## src/rtl/dca_access_request_gen.sv

```systemverilog
// DCA access request generator: turns sweep sequencer issue strobes
// into addressed read requests queued in a small FIFO.
module dca_access_request_gen #(
  parameter int ADDR_WIDTH = 32,
  parameter int DEPTH      = 4
) (
  input  logic                  clk,
  input  logic                  rst,
  input  logic                  enable,
  input  logic [ADDR_WIDTH-1:0] cfg_base_addr,
  input  logic [ADDR_WIDTH-1:0] cfg_row_stride,
  input  logic [ADDR_WIDTH-1:0] cfg_col_stride,
  input  logic                  sched_init,
  input  logic                  sched_a_issue,
  input  logic                  sched_b_issue,
  input  logic                  sched_col_next,
  input  logic                  sched_row_next,
  output logic                  req_valid,
  input  logic                  req_ready,
  output logic [ADDR_WIDTH-1:0] req_addr,
  output logic                  req_is_b,
  output logic                  busy,
  output logic                  err_overflow,
  output logic                  err_protocol
);

  localparam int PW = $clog2(DEPTH);
  localparam int CW = PW + 1;

  logic [ADDR_WIDTH-1:0] row_stride;
  logic [ADDR_WIDTH-1:0] col_stride;
  logic [ADDR_WIDTH-1:0] row_addr;
  logic [ADDR_WIDTH-1:0] col_addr;
  logic                  col_is_zero;

  logic [ADDR_WIDTH-1:0] mem_addr [DEPTH];
  logic                  mem_b    [DEPTH];
  logic [PW-1:0]         rd_ptr;
  logic [PW-1:0]         wr_ptr;
  logic [CW-1:0]         count;
  logic [ADDR_WIDTH-1:0] last_addr;
  logic                  last_b;

  logic                  do_init;
  logic                  act;
  logic                  a_req;
  logic                  b_req;
  logic                  b_bad;
  logic                  both_adv;
  logic                  pop;
  logic [CW-1:0]         free;
  logic                  push_a;
  logic                  push_b;
  logic                  drop;
  logic [ADDR_WIDTH-1:0] b_addr;
  logic [ADDR_WIDTH-1:0] row_nxt;
  logic [PW-1:0]         wr_ptr1;

  assign do_init  = enable & sched_init;
  assign act      = enable & ~sched_init;
  assign a_req    = act & sched_a_issue;
  assign b_req    = act & sched_b_issue & ~col_is_zero;
  assign b_bad    = act & sched_b_issue & col_is_zero;
  assign both_adv = act & sched_col_next & sched_row_next;

  assign req_valid = (count != '0);
  assign busy      = req_valid;
  assign req_addr  = req_valid ? mem_addr[rd_ptr] : last_addr;
  assign req_is_b  = req_valid ? mem_b[rd_ptr] : last_b;

  assign pop    = req_valid & req_ready;
  assign free   = CW'(DEPTH) - count + CW'(pop);
  assign push_a = a_req & (free != '0);
  assign push_b = b_req & (push_a ? (free > CW'(1)) : (free != '0));
  assign drop   = (a_req & ~push_a) | (b_req & ~push_b);

  assign b_addr  = col_addr - col_stride;
  assign row_nxt = row_addr + row_stride;
  assign wr_ptr1 = wr_ptr + PW'(1);

  // Latched strides and incremental row/column address tracking
  always_ff @(posedge clk) begin
    if (rst) begin
      row_stride  <= '0;
      col_stride  <= '0;
      row_addr    <= '0;
      col_addr    <= '0;
      col_is_zero <= 1'b1;
    end else if (do_init) begin
      row_stride  <= cfg_row_stride;
      col_stride  <= cfg_col_stride;
      row_addr    <= cfg_base_addr;
      col_addr    <= cfg_base_addr;
      col_is_zero <= 1'b1;
    end else if (act && sched_row_next) begin
      row_addr    <= row_nxt;
      col_addr    <= row_nxt;
      col_is_zero <= 1'b1;
    end else if (act && sched_col_next) begin
      col_addr    <= col_addr + col_stride;
      col_is_zero <= 1'b0;
    end
  end

  // Request FIFO storage, pointers and the last-popped head
  always_ff @(posedge clk) begin
    if (rst) begin
      for (int i = 0; i < DEPTH; i++) begin
        mem_addr[i] <= '0;
        mem_b[i]    <= 1'b0;
      end
      rd_ptr    <= '0;
      wr_ptr    <= '0;
      count     <= '0;
      last_addr <= '0;
      last_b    <= 1'b0;
    end else begin
      if (push_a) begin
        mem_addr[wr_ptr] <= col_addr;
        mem_b[wr_ptr]    <= 1'b0;
      end else if (push_b) begin
        mem_addr[wr_ptr] <= b_addr;
        mem_b[wr_ptr]    <= 1'b1;
      end
      if (push_a && push_b) begin
        mem_addr[wr_ptr1] <= b_addr;
        mem_b[wr_ptr1]    <= 1'b1;
        wr_ptr            <= wr_ptr + PW'(2);
      end else if (push_a || push_b) begin
        wr_ptr <= wr_ptr1;
      end
      if (pop) begin
        rd_ptr    <= rd_ptr + PW'(1);
        last_addr <= mem_addr[rd_ptr];
        last_b    <= mem_b[rd_ptr];
      end
      count <= count + CW'(push_a) + CW'(push_b) - CW'(pop);
    end
  end

  // Sticky error flags, cleared by reset or a new sweep
  always_ff @(posedge clk) begin
    if (rst || do_init) begin
      err_overflow <= 1'b0;
      err_protocol <= 1'b0;
    end else begin
      err_overflow <= err_overflow | drop;
      err_protocol <= err_protocol | b_bad | both_adv;
    end
  end

endmodule

```

## config.mk

```make
export PLATFORM = sky130hd
export DESIGN_NAME = dca_access_request_gen
export DESIGN_NICKNAME = d
export VERILOG_FILES = /design/src/rtl/dca_access_request_gen.sv
export SDC_FILE = /design/constraint.sdc
export NUM_CORES = 1
export LEC_CHECK = 0
export CORE_ASPECT_RATIO = 0.75
export CORE_UTILIZATION = 49
export DETAILED_ROUTE_END_ITERATION = 10
export GPL_TIMING_DRIVEN = 0
export HOLD_SLACK_MARGIN = 0.1
export PLACE_DENSITY = 0.71
export SLEW_MARGIN = 20
export SYNTH_ARGS = -nofsm -noshare
export SYNTH_HDL_FRONTEND = slang
export SYNTH_SLANG_ARGS = --single-unit
```

## constraint.sdc

```tcl
create_clock -name clk -period 6.5 [get_ports clk]
set_clock_uncertainty 0.15 [all_clocks]
set_input_delay 1.625 -clock clk [delete_from_list [all_inputs] [get_ports clk]]
set_output_delay 1.625 -clock clk [all_outputs]
set_load 0.02 [all_outputs]
```

==> results.py <==
metrics = {
    "finish": {
        "fin_nets": 2581,
        "fin_util_pct": 59.3,
        "n_antenna_cell": 0,
        "syn_to_final_growth_pct": 17.9,
        "drive_gt1_share_pct": 7.87,
    },
    "hold_path": {
        "hold_start": "last_addr[27]",
        "min_path_type": "reg -> reg",
    },
    "detailed_routing": {
        "first_pass_iters": 9,
        "viasPerCell": 6.22,
        "drt-initial-drc-count": 2045,
        "ant_nets": 0,
        "wl_per_cell_um": 23.4,
        "post-route-drc-count": 0,
        "num_vias": 18000,
        "routed_wl_mm": 67.9,
    },
    "setup_path": {
        "endpoint": "mem_addr[1][23]",
        "worstPathArrival_ns": 6.43,
        "max_stage_delay_ns": 0.62,
        "r2r_start": "count[1]",
        "start_kind": "input pin",
        "critPathKind": "in -> reg",
        "worst_r2r_endpoint": "mem_addr[2][28]",
        "cp_num_buf_inv": 4,
        "cp_common_cell": "ha_1",
        "r2r_slack_ns": 0.35,
        "critPathLaunch": "req_ready",
        "crit_cells": 16,
        "cp_cell_sequence": "clkdlybuf4s50_1 > nand2_2 > ha_1 > inv_1 > ha_1 > xor2_1 > nor2_1 > a21oi_4 > clkinv_2 > ha_1 > nor2_1 > or2_1 > buf_2 > nor3_2 > nand2_1 > o22ai_1",
        "critPathSlowestCell": "nor3_2",
        "crit_required_ns": 6.70,
        "cp_top_family": "simple AND/OR/NAND/NOR gates",
        "cp-end-kind": "flip-flop",
        "cp_max_fo": 17,
        "r2r_cells": 18,
    },
    "floorplanning": {
        "coreArea_mm2": 0.0375,
        "rows": 61,
        "die_h_um": 172,
        "io_pins": 142,
        "dieWidth_um": 228,
        "dieArea_mm2": 0.0393,
        "initial_core_util_pct": 50.3,
    },
    "synth": {
        "synth_ff_type": "dfxtp_1",
        "synth_top_area_share_pct": 20.4,
        "yosys.area_share.simple_pct": 15.4,
        "ys_seq_area_share_pct": 39.2,
        "synthXorXnorAreaFrac_pct": 3.95,
        "yosysMostFrequentCell": "nand2_1",
        "synth_warnings": 0,
        "netlist_area_mm2": 0.0188,
        "synth.largest_area_cell": "edfxtp_1",
        "yosys_register_bits": 305,
        "synth_area_leaders": "edfxtp_1 20%, dfxtp_1 19%, a21oi_1 8.5%, nand2_1 6.9%, ha_1 6.8%",
        "synth.distinct_cells": 82,
        "synth_edf_count": 128,
        "synth_top_family_by_area": "compound AO/OA/AOI/OAI gates",
        "syn_nets": 2400,
        "async_flop_share_pct": 0,
        "synthTopCellsByCount": "348 x nand2_1, 320 x a21oi_1, 177 x dfxtp_1",
        "synthMuxAreaShare_pct": 6.29,
        "post_synth_fa_ha_maj_area_fraction_pct": 7.37,
        "synth_compound_area_share_pct": 23.0,
        "syn_inst": 2187,
        "syn_area_per_cell_um2": 8.62,
    },
    "run": {
        "drv_cap": 0,
    },
    "global_routing": {
        "overflow": 0,
        "antenna_found_initial": 1,
        "grt_max_degree": 21,
        "grt_pass1_wl_mm": 101,
        "grt_pass1_vias": 16900,
        "grt_usage_pct": 34.3,
    },
    "pwr": {
        "ir_drop_v": 0.000188,
        "p_leak_nw": 8.37,
        "p_per_area_mw_per_mm2": 290,
    },
    "timing": {
        "period_share_pct": 95.8,
        "tns_ns": 0,
        "maxSlewHeadroom_pct": 29.5,
        "post-route-min-period_ns": 6.23,
        "setup_viol": 0,
        "timing.final.ws_setup_ns": 0.271,
        "fmax_ghz": 0.161,
        "slew_viol_final": 0,
        "hold_viol": 0,
        "rsz0062_at_grt": "false",
        "tightestPinTransition_ns": 1.06,
    },
    "clock_tree": {
        "clk_transition_reported_paths_ns": 0.06,
        "cts_buffers": 34,
        "cts.sinks": 305,
        "postCtsSetupRepairBufs": 0,
        "htreeDepth": 2,
        "cts_tree": "done",
        "clockBufferDepth": 3,
        "cts_root_buffer": "clkbuf_16",
        "ctsHoldBuffers": 0,
        "clk_latency_ns": 0.53,
    },
    "placed_design": {
        "gp_congestion": 0.991,
        "numPortBuffers": 141,
        "hpwlAfterDp_mm": 52.9,
        "pre_cts_ws_ns": -0.931,
    },
    "status": {
        "outcome": "finished clean",
    },
}
power breakdown:
group	internal, mW	switching [mW]	leakage [nW]
combinational	0.879	1.31	5.03
clock	1.21	0.819	0.571
sequential	2.13	0.0977	2.77
routing by layer:
metal  part of all wire [%]  vias up  GRT usage (%)
met5                      0        -              0
met1                     45     8611           50.5
met2                     40      993           48.7
met3                     12      109           9.67
li1                       -     8277              -
met4                    2.2        0           9.19
cells in the final DEF, fill, tap and decap left out, drive strengths merged, types with 34 or more instances in the layout:
cell,n
xnor2,65
dfxtp,177
inv,92
nand2,348
a21oi,321
clkbuf,156
buf,39
o21ai,94
edfxtp,128
clkdlybuf4s50,141
ha,103
o22ai,51
mux2,34
nor2,176
state kept, by name, summed over array words and instances (netlist names), named ones only:
name          flops
col_addr         32
col_is_zero       1
col_stride       32
count             3
err_overflow      1
err_protocol      1
last_addr        32
last_b            1
mem_addr        128
mem_b             4
rd_ptr            2
row_addr         32
row_stride       32
wr_ptr            2
final cells by class:
| type | count | area, um2 |
|---|---|---|
| Fill cell | 3367 | 15300 |
| Multi-Input combinational cell | 1648 | 10600 |
| Sequential cell | 305 | 7390 |
| Timing Repair Buffer | 146 | 1530 |
| Clock buffer | 49 | 1050 |
| Tap cell | 504 | 631 |
| Buffer | 141 | 563 |
| Inverter | 92 | 347 |
| Clock inverter | 9 | 108 |
through the flow:
step	hold WS, ns	power, mW	cell area [um2]	instances
2_1_floorplan	0.281	3.62	18800	2187
3_3_place_gp	0.289	4.35	20900	2832
3_5_place_dp	0.296	4.41	21000	2837
4_1_cts	0.305	6.42	22200	2895
5_1_grt	0.327	6.70	22200	2894
6_report	0.303	6.45	22200	2894
worst min-delay path by stage:
| stage | slack, ns | cells past startpoint | end |
|---|---|---|---|
| 2_1_floorplan | 0.28 | 2 | col_is_zero |
| 3_3_place_gp | 0.29 | 2 | last_addr[28] |
| 3_5_place_dp | 0.30 | 2 | last_addr[14] |
| 4_1_cts | 0.30 | 2 | last_addr[14] |
| 5_1_grt | 0.33 | 2 | last_addr[26] |
| 6_report | 0.30 | 2 | last_addr[27] |
worst min-delay path: stages, from the launching register on:
cell and delay, ns:
dfxtp_1 0.31, nand2_1 0.05, a21oi_1 0.05
repair_timing:
item / 4_1_cts / 5_1_grt
gates resized for setup: 4 / 11
endpoints found under the setup margin: 192 / 205
gates cloned: 0 / 0
cells by family (layout without fill, tap and decap cells):
kind of cell | count (synthesis) | in the layout
simple gates | 675 | 675
flops | 305 | 305
fa+ha+maj | 108 | 108
buf+inv | 234 | 437
mux | 73 | 73
xor+xnor | 85 | 85
compound gates | 707 | 707
Note: power is estimated with default switching activity, not from simulation.
